--- src/rtl/timer_alarm_pkg.sv ---
// Shared definitions for the timer alarm stage: register offsets, ACTRL bit
// positions and the alarm FSM state type.
package timer_alarm_pkg;

  localparam logic [15:0] OFF_ALARMLO  = 16'hF040;
  localparam logic [15:0] OFF_ALARMHI  = 16'hF044;
  localparam logic [15:0] OFF_ACTRL    = 16'hF048;
  localparam logic [15:0] OFF_INT_RAW  = 16'hF04C;
  localparam logic [15:0] OFF_INT_ST   = 16'hF050;
  localparam logic [15:0] OFF_INT_CLR  = 16'hF054;
  localparam logic [15:0] OFF_PERIODLO = 16'hF058;
  localparam logic [15:0] OFF_PERIODHI = 16'hF05C;

  localparam int unsigned ACTRL_ALARM_EN    = 0;
  localparam int unsigned ACTRL_INT_ENA     = 1;
  localparam int unsigned ACTRL_AUTO_RELOAD = 2;

  typedef enum logic [1:0] {
    DISARMED = 2'd0,
    ARMED    = 2'd1,
    FIRED    = 2'd2
  } alarm_state_t;

endpackage

--- src/rtl/timer_alarm_cmp.sv ---
// Direction-aware unsigned comparator: flags when the live count has reached
// the alarm in the direction the timer is counting.
module timer_alarm_cmp #(
  parameter int unsigned CNT_W = 64
) (
  input  logic [CNT_W-1:0] count_i,
  input  logic [CNT_W-1:0] alarm_i,
  input  logic             up_i,
  input  logic             en_i,
  output logic             hit_o
);

  always_comb begin
    hit_o = en_i & (up_i ? (count_i >= alarm_i) : (count_i <= alarm_i));
  end

endmodule

--- src/rtl/timer_alarm.sv ---
// Alarm/interrupt stage behind the MMIO timer. Optional auto-reload period
// registers are built when TIMER_ALARM_PERIODIC_EN is defined.
module timer_alarm
  import timer_alarm_pkg::*;
#(
  parameter logic [15:0] BASE_HI = 16'h3FF5,
  parameter int unsigned CNT_W   = 64
) (
  input  logic             clk,
  input  logic             rst,
  input  logic [31:0]      addr_in,
  input  logic [31:0]      data_in,
  input  logic             wr_in,
  input  logic             rd_in,
  output logic             rd_valid_out,
  output logic [31:0]      data_out,
  input  logic [CNT_W-1:0] count_in,
  input  logic             count_up_in,
  input  logic             count_en_in,
  output logic             irq_out
);

  alarm_state_t     state_q;
  logic [CNT_W-1:0] alarm_q, alarm_d;
  logic             int_ena_q;
  logic             int_raw_q;
  logic             rd_valid_q;
  logic [31:0]      data_out_q;

  logic             page_hit;
  logic [15:0]      offset;
  logic             wr_hit, rd_hit;
  logic             actrl_wr, clr_wr;
  logic             hit, fire, auto_reload;
  logic [31:0]      rdata;

`ifdef TIMER_ALARM_PERIODIC_EN
  logic [CNT_W-1:0] period_q;
  logic             auto_reload_q;
  logic [CNT_W-1:0] reload_val;
`endif

  timer_alarm_cmp #(
    .CNT_W(CNT_W)
  ) u_cmp (
    .count_i(count_in),
    .alarm_i(alarm_q),
    .up_i   (count_up_in),
    .en_i   (count_en_in),
    .hit_o  (hit)
  );

  always_comb begin
    page_hit = (addr_in[31:16] == BASE_HI);
    offset   = addr_in[15:0];
    wr_hit   = wr_in & page_hit;
    rd_hit   = rd_in & page_hit;
    actrl_wr = wr_hit & (offset == OFF_ACTRL);
    clr_wr   = wr_hit & (offset == OFF_INT_CLR) & data_in[0];
    fire     = hit & (state_q == ARMED);
  end

`ifdef TIMER_ALARM_PERIODIC_EN
  always_comb begin
    auto_reload = auto_reload_q;
    reload_val  = count_up_in ? (alarm_q + period_q) : (alarm_q - period_q);
  end
`else
  always_comb begin
    auto_reload = 1'b0;
  end
`endif

  // Reload first so a same-cycle software write to either half takes priority.
  always_comb begin
    alarm_d = alarm_q;
`ifdef TIMER_ALARM_PERIODIC_EN
    if (fire && auto_reload) alarm_d = reload_val;
`endif
    if (wr_hit && offset == OFF_ALARMLO) alarm_d[31:0]  = data_in;
    if (wr_hit && offset == OFF_ALARMHI) alarm_d[63:32] = data_in;
  end

  always_comb begin
    rdata = '0;
    case (offset)
      OFF_ALARMLO: rdata = alarm_q[31:0];
      OFF_ALARMHI: rdata = alarm_q[63:32];
      OFF_ACTRL: begin
        rdata[ACTRL_ALARM_EN] = (state_q == ARMED);
        rdata[ACTRL_INT_ENA]  = int_ena_q;
`ifdef TIMER_ALARM_PERIODIC_EN
        rdata[ACTRL_AUTO_RELOAD] = auto_reload_q;
`endif
      end
      OFF_INT_RAW: rdata[0] = int_raw_q;
      OFF_INT_ST:  rdata[0] = int_raw_q & int_ena_q;
`ifdef TIMER_ALARM_PERIODIC_EN
      OFF_PERIODLO: rdata = period_q[31:0];
      OFF_PERIODHI: rdata = period_q[63:32];
`endif
      default: rdata = '0;
    endcase
  end

  // ALARM_EN is not a separate flop: it reads as 1 exactly while ARMED.
  always_ff @(posedge clk or negedge rst) begin
    if (!rst) begin
      state_q    <= DISARMED;
      alarm_q    <= '0;
      int_ena_q  <= 1'b0;
      int_raw_q  <= 1'b0;
      rd_valid_q <= 1'b0;
      data_out_q <= '0;
`ifdef TIMER_ALARM_PERIODIC_EN
      period_q      <= '0;
      auto_reload_q <= 1'b0;
`endif
    end else begin
      alarm_q <= alarm_d;

      if (actrl_wr) begin
        state_q   <= data_in[ACTRL_ALARM_EN] ? ARMED : DISARMED;
        int_ena_q <= data_in[ACTRL_INT_ENA];
`ifdef TIMER_ALARM_PERIODIC_EN
        auto_reload_q <= data_in[ACTRL_AUTO_RELOAD];
`endif
      end else if (fire && !auto_reload) begin
        state_q <= FIRED;
      end

      // A new hit beats a simultaneous clear.
      if (fire) begin
        int_raw_q <= 1'b1;
      end else if (clr_wr) begin
        int_raw_q <= 1'b0;
      end

`ifdef TIMER_ALARM_PERIODIC_EN
      if (wr_hit && offset == OFF_PERIODLO) period_q[31:0]  <= data_in;
      if (wr_hit && offset == OFF_PERIODHI) period_q[63:32] <= data_in;
`endif

      rd_valid_q <= rd_hit;
      if (rd_hit) data_out_q <= rdata;
    end
  end

  assign rd_valid_out = rd_valid_q;
  assign data_out     = data_out_q;
  assign irq_out      = int_raw_q & int_ena_q;

endmodule

--- config.mk ---
export PLATFORM = sky130hd
export DESIGN_NAME = timer_alarm
export DESIGN_NICKNAME = d
export VERILOG_FILES = /design/src/rtl/timer_alarm_pkg.sv /design/src/rtl/timer_alarm_cmp.sv /design/src/rtl/timer_alarm.sv
export SDC_FILE = /design/constraint.sdc
export NUM_CORES = 1
export LEC_CHECK = 0
export CORE_MARGIN = 2
export CORE_UTILIZATION = 30
export DETAILED_ROUTE_END_ITERATION = 10
export SETUP_SLACK_MARGIN = 0.02
export SYNTH_ARGS = -nofsm -noshare
export SYNTH_HDL_FRONTEND = slang
export SYNTH_SLANG_ARGS = --single-unit
--- constraint.sdc ---
create_clock -name clk -period 5.75 [get_ports clk]
set_input_delay 0.8625 -clock clk [delete_from_list [all_inputs] [get_ports clk]]
set_output_delay 0.8625 -clock clk [all_outputs]
set_load 0.02 [all_outputs]
* Word level (Yosys, flattened, before mapping)
Cells that the tools add are included.
** Cells by class
- Equality and inequality tests :: 8
- Multiplexer cells :: 9
- Reductions and logical operators :: 4
- Order comparisons :: 2
- Bitwise logic cells :: 8
** Operators by type and width (count)
- == test 16 bit, second input constant :: 6
- greater-or-equal comparator 64 bit :: 1
- <= comparator 64 bit :: 1
- case mux 30 bit (2 select lines) :: 1
- == test 16 x 14 -> 1 bit, second input constant :: 1
- AND 1 bit :: 8
- case mux 1 bit (5 select lines) :: 1
- two-way mux 1 bit :: 4
- two-way mux 2 bit :: 2
- nonzero test 2 bit :: 2
- case mux 1 bit (3 select lines) :: 1
- == test 2 x 1 -> 1 bit, second input constant :: 1
- logical AND 1 bit :: 2
** Word-level totals
- Input bits :: 134
- Bits in registers :: 101
- Output and inout port bits :: 34
- Word-level logic and storage cells :: 38

* Logic depth before layout (Yosys ltp)
- Depth after elaboration :: 6
- Depth in mapped cells :: 10
- Depth with buffers taken out :: 10

* Hierarchy
Synthesis repeated with hierarchy kept, for this count alone.
** Second synthesis, totals
- Cells, all modules :: 563
- Area total of the unflattened synthesis :: 6037.0 sq um
** Modules (own cells, without submodules)
- timer_alarm :: times used 1, seq. area each 2527.4 sq um, area an instance 4401.7 sq um, cells an instance 331
- timer_alarm_cmp :: times used 1, seq. area each 0.0 sq um, area an instance 1635.3 sq um, cells an instance 232

* Worst setup path before layout
OpenSTA, ideal clock, no wires.
- Kind :: input to register
- From :: input port count_in[1]
- To :: register state_q[0]
- Path buffers :: 0
- Cell stages on the path :: 9
- Required time :: 5.625 ns
- Setup time :: 0.125 ns
- Setup slack :: 3.003 ns
- Arrival time :: 2.622 ns
- Cells stage by stage :: ha_1 -> nor2b_1 -> o211ai_1 -> a21boi_0 -> or4b_1 -> a211o_1 -> mux2i_1 -> and3b_1 -> o22ai_1
** On the way
- Cells in the longest elaborated chain, start to end :: 5
- Elaborated cells on any way between the ends :: 6
- Classes of those cells :: order compare (2); mux (1); bitwise (2); reduce/logical (1)
** RTL lines
- start, declared :: RTL line timer_alarm.sv:17 : input logic [CNT_W-1:0] count_in,
- <= comparator 64 bit / greater-or-equal comparator 64 bit (equally long branches) :: RTL line timer_alarm_cmp.sv:14 : hit_o = en_i & (up_i ? (count_i >= alarm_i) : (count_i <= alarm_i));
- two-way mux 1 bit (*) :: RTL line timer_alarm_cmp.sv:14
- AND 1 bit (*) :: RTL line timer_alarm_cmp.sv:14
- AND 1 bit (*) :: RTL line timer_alarm.sv:60 : fire = hit & (state_q == ARMED);
- nonzero test 2 bit (no source line) (*)
- end signal, assigned :: RTL line timer_alarm.sv:123 : state_q <= data_in[ACTRL_ALARM_EN] ? ARMED : DISARMED;
- end, declared :: RTL line timer_alarm.sv:23 : alarm_state_t state_q;
Every way passes the cells marked *; elsewhere a longest branch is shown, timed or not.
A chain may end at the register's enable or synchronous reset.

* Final worst setup path
- From :: input port count_in[63]
- To :: register state_q[0]
The elaborated chain is that of the path after synthesis.

==> out/qor.yml <==
synthesis:
  synth_cell_types: 48
  ys_seq_area_share_pct: 44.5
  ys.warnings.count: 0
  synth_area_per_cell_um2: 9.04
  ys_ff_latch: 101
  syn_nets: 826
  syn_area_um2: 5680
  synth-edff-count: 0
  synth_cells: 628
  synth_ff_type: "dfrtp_1"
  synth-async-reset-ratio_pct: 100
sta:
  finClkSkew_ns: 0.00875
  rsz0062_at_grt: "no"
  period_share_pct: 55.9
  hold_violations: 0
  slew_viol_final: 0
  period_minus_slack_ns: 3.22
  tightest_slew_ns: 0.695
  setup_violations: 0
  relSlewSlack_pct: 53.6
  final.setup.tns_ns: 0
  max_freq_ghz: 0.311
cts:
  cts-resized-gates: 0
  clk_latency_ns: 0.36
  cts_setup_buffers: 0
  clock_sinks: 101
  cts_root_buf: "clkbuf_16"
  cts_buffer_depth: 2
  cts_tree: "done"
  cts.clk_slew.worst_paths_ns: 0.07
  cts_made_buffers: 9
  cts_max_level: 3
  hold_buffers: 0
setup_path:
  arrival_ns: 3.46
  worstPathRequired_ns: 5.99
  cp-end-kind: "flip-flop"
  critPathMaxFanout: 4
  critical_path_class: "in2reg"
  critPathLaunchType: "primary input"
drt:
  wl_per_cell_um: 16.0
  via_per_inst: 4.84
  first_iter_violations: 265
  vias: 4961
  antenna_left: 0
  first_pass_iters: 5
  wl_um: 16400
  drc_errors: 0
cells_and_area:
  final_common_cell: "clkdlybuf4s50_1"
  syn_to_final_growth_pct: 38.9
  drive_above_1_share_pct: 4.18
  finalInstanceArea_um2: 7890
  final_cell_mix: "clkdlybuf4s50_1 (166), nand2_1 (116), dfrtp_1 (101)"
  fillCellCount: 1853
  fin_nets: 983
floorplanning:
  io_pins: 168
  die_y_um: 142
  rows: 50
  core-area_um2: 18600
  fp.dieW_um: 142
  start_util_pct: 30.5
  fp.dieArea_um2: 20000
job:
  max_cap_violations: 0
hold_path:
  hp-class: "reg2reg"
power_and_ir_drop:
  p_leak_nw: 3.61
  power.density_nw_per_um2: 190
  vdd_drop_max_uv: 140
global_routing:
  grt_start_max_net_pins: 66
  antenna_found_initial: 1
  first_global_vias: 5197
  gr-total-overflow: 0
  grt_pass1_wl_um: 26700
  grtUsageTotal_pct: 17.2
placement:
  hpwl_um: 12300
  post_dp_cell_area_um2: 7580
  io_buffers: 167
  gp_congestion: 0.747
run_status:
  run_status: "complete, no violations"
-- path summary, 6_finish.rpt --
path / startpoint / to / slack [ns] / cells after the start
setup / recovery: count_in[63] / state_q[0]$_DFFE_PN0P_ / 2.53 / 10
hold / removal: data_out[0]$_DFFE_PN0P_ / data_out[0]$_DFFE_PN0P_ / 0.48 / 2
setup reg to reg: alarm_q[63]$_DFFE_PN0P_ / state_q[0]$_DFFE_PN0P_ / 3.09 / 10
hold reg to reg: data_out[0]$_DFFE_PN0P_ / data_out[0]$_DFFE_PN0P_ / 0.48 / 2
max in group asynchronous: rst / data_out[21]$_DFFE_PN0P_ / 4.06 / 2
min in group asynchronous: rst / data_out[4]$_DFFE_PN0P_ / 0.54 / 1
-- per-layer routing --
layer,part of all wire (%),wire length [um],track usage [%]
met1,46,7540,23.1
met2,46,7610,27.8
met3,5.3,862,2.77
met4,2.2,364,7.16
met5,0,0,0
-- where the power goes --
group          total, mW  internal, mW  leakage (nW)  switching [mW]
sequential         0.710         0.710          1.08        0.000292
clock              0.637         0.343         0.147           0.294
combinational      0.153        0.0950          2.38          0.0581
total               1.50          1.15          3.61           0.353
-- stage by stage --
| stage | hold slack [ns] | utilization [%] | power, mW | setup slack, ns | cells |
|---|---|---|---|---|---|
| after floorplan | 0.453 | - | 0.753 | 3.00 | 628 |
| after global placement | 0.460 | 40.7 | 0.879 | 2.22 | 1008 |
| after detailed placement | 0.465 | 40.7 | 0.879 | 2.13 | 1008 |
| after CTS | 0.483 | 42.3 | 1.53 | 2.52 | 1024 |
| after global routing | 0.494 | 42.3 | 1.56 | 2.17 | 1025 |
| final | 0.479 | 42.3 | 1.50 | 2.53 | 1025 |
-- cells in the mapped netlist (2+ instances only) --
| master | instances | area (um2) |
|---|---|---|
| clkbuf_1 | 18 | 67.6 |
| nand2b_1 | 3 | 18.8 |
| o21ai_1 | 14 | 70.1 |
| a31oi_1 | 2 | 12.5 |
| a211oi_1 | 3 | 22.5 |
| a221oi_1 | 2 | 17.5 |
| nor4_1 | 4 | 25.0 |
| a21oi_1 | 25 | 125 |
| nor2_1 | 10 | 37.5 |
| nand4b_1 | 2 | 17.5 |
| mux2i_1 | 2 | 20.0 |
| ha_1 | 64 | 801 |
| o31a_1 | 2 | 17.5 |
| and4_1 | 2 | 17.5 |
| buf_2 | 9 | 45.0 |
| nand4_1 | 14 | 87.6 |
| nand3_1 | 8 | 40.0 |
| nor3_1 | 2 | 10.0 |
| o31ai_1 | 2 | 15.0 |
| nand2_1 | 117 | 439 |
| nor2b_1 | 2 | 12.5 |
| o22ai_1 | 2 | 12.5 |
| a21o_1 | 8 | 60.1 |
| dfrtp_1 | 101 | 2530 |
| a22oi_1 | 30 | 225 |
| nor4b_1 | 3 | 26.3 |
| inv_1 | 68 | 255 |
| o21ai_0 | 89 | 445 |
-- layout make-up --
cell class / instances / area (um2) / area share (%)
clock buffers: 9 / 225 / 2.85
multi-input cells: 431 / 2780 / 35.3
well taps: 234 / 293 / 3.71
clock inverters: 7 / 81.3 / 1.03
repair buffers: 174 / 1720 / 21.8
inverters: 68 / 255 / 3.24
diodes: 1 / 2.50 / 0.0317
flip-flops and latches: 101 / 2530 / 32.0
-- cells by family after synthesis --
| logic type | share of synthesized area, % |
|---|---|
| compound gates | 18.9 |
| flops | 44.5 |
| mux | 0.815 |
| simple gates | 15.0 |
| buf+inv | 6.68 |
| fa+ha+maj | 14.1 |
-- critical path, stage by stage --
cell and delay (ns):
clkdlybuf4s50_1 0.45, ha_1 0.32, nand4_1 0.18, nor4_1 0.63, nand2_1 0.15, nor3_1 0.35, nor4b_1 0.09, mux2i_1 0.18
and3b_1 0.18, o22ai_1 0.06
-- state kept, by name, indices dropped and copies added (netlist names) --
signal and flops:
alarm_q 64, data_out 32, state_q 2, int_ena_q 1, int_raw_q 1, rd_valid_out 1
Note: power is estimated with default switching activity, not from simulation.
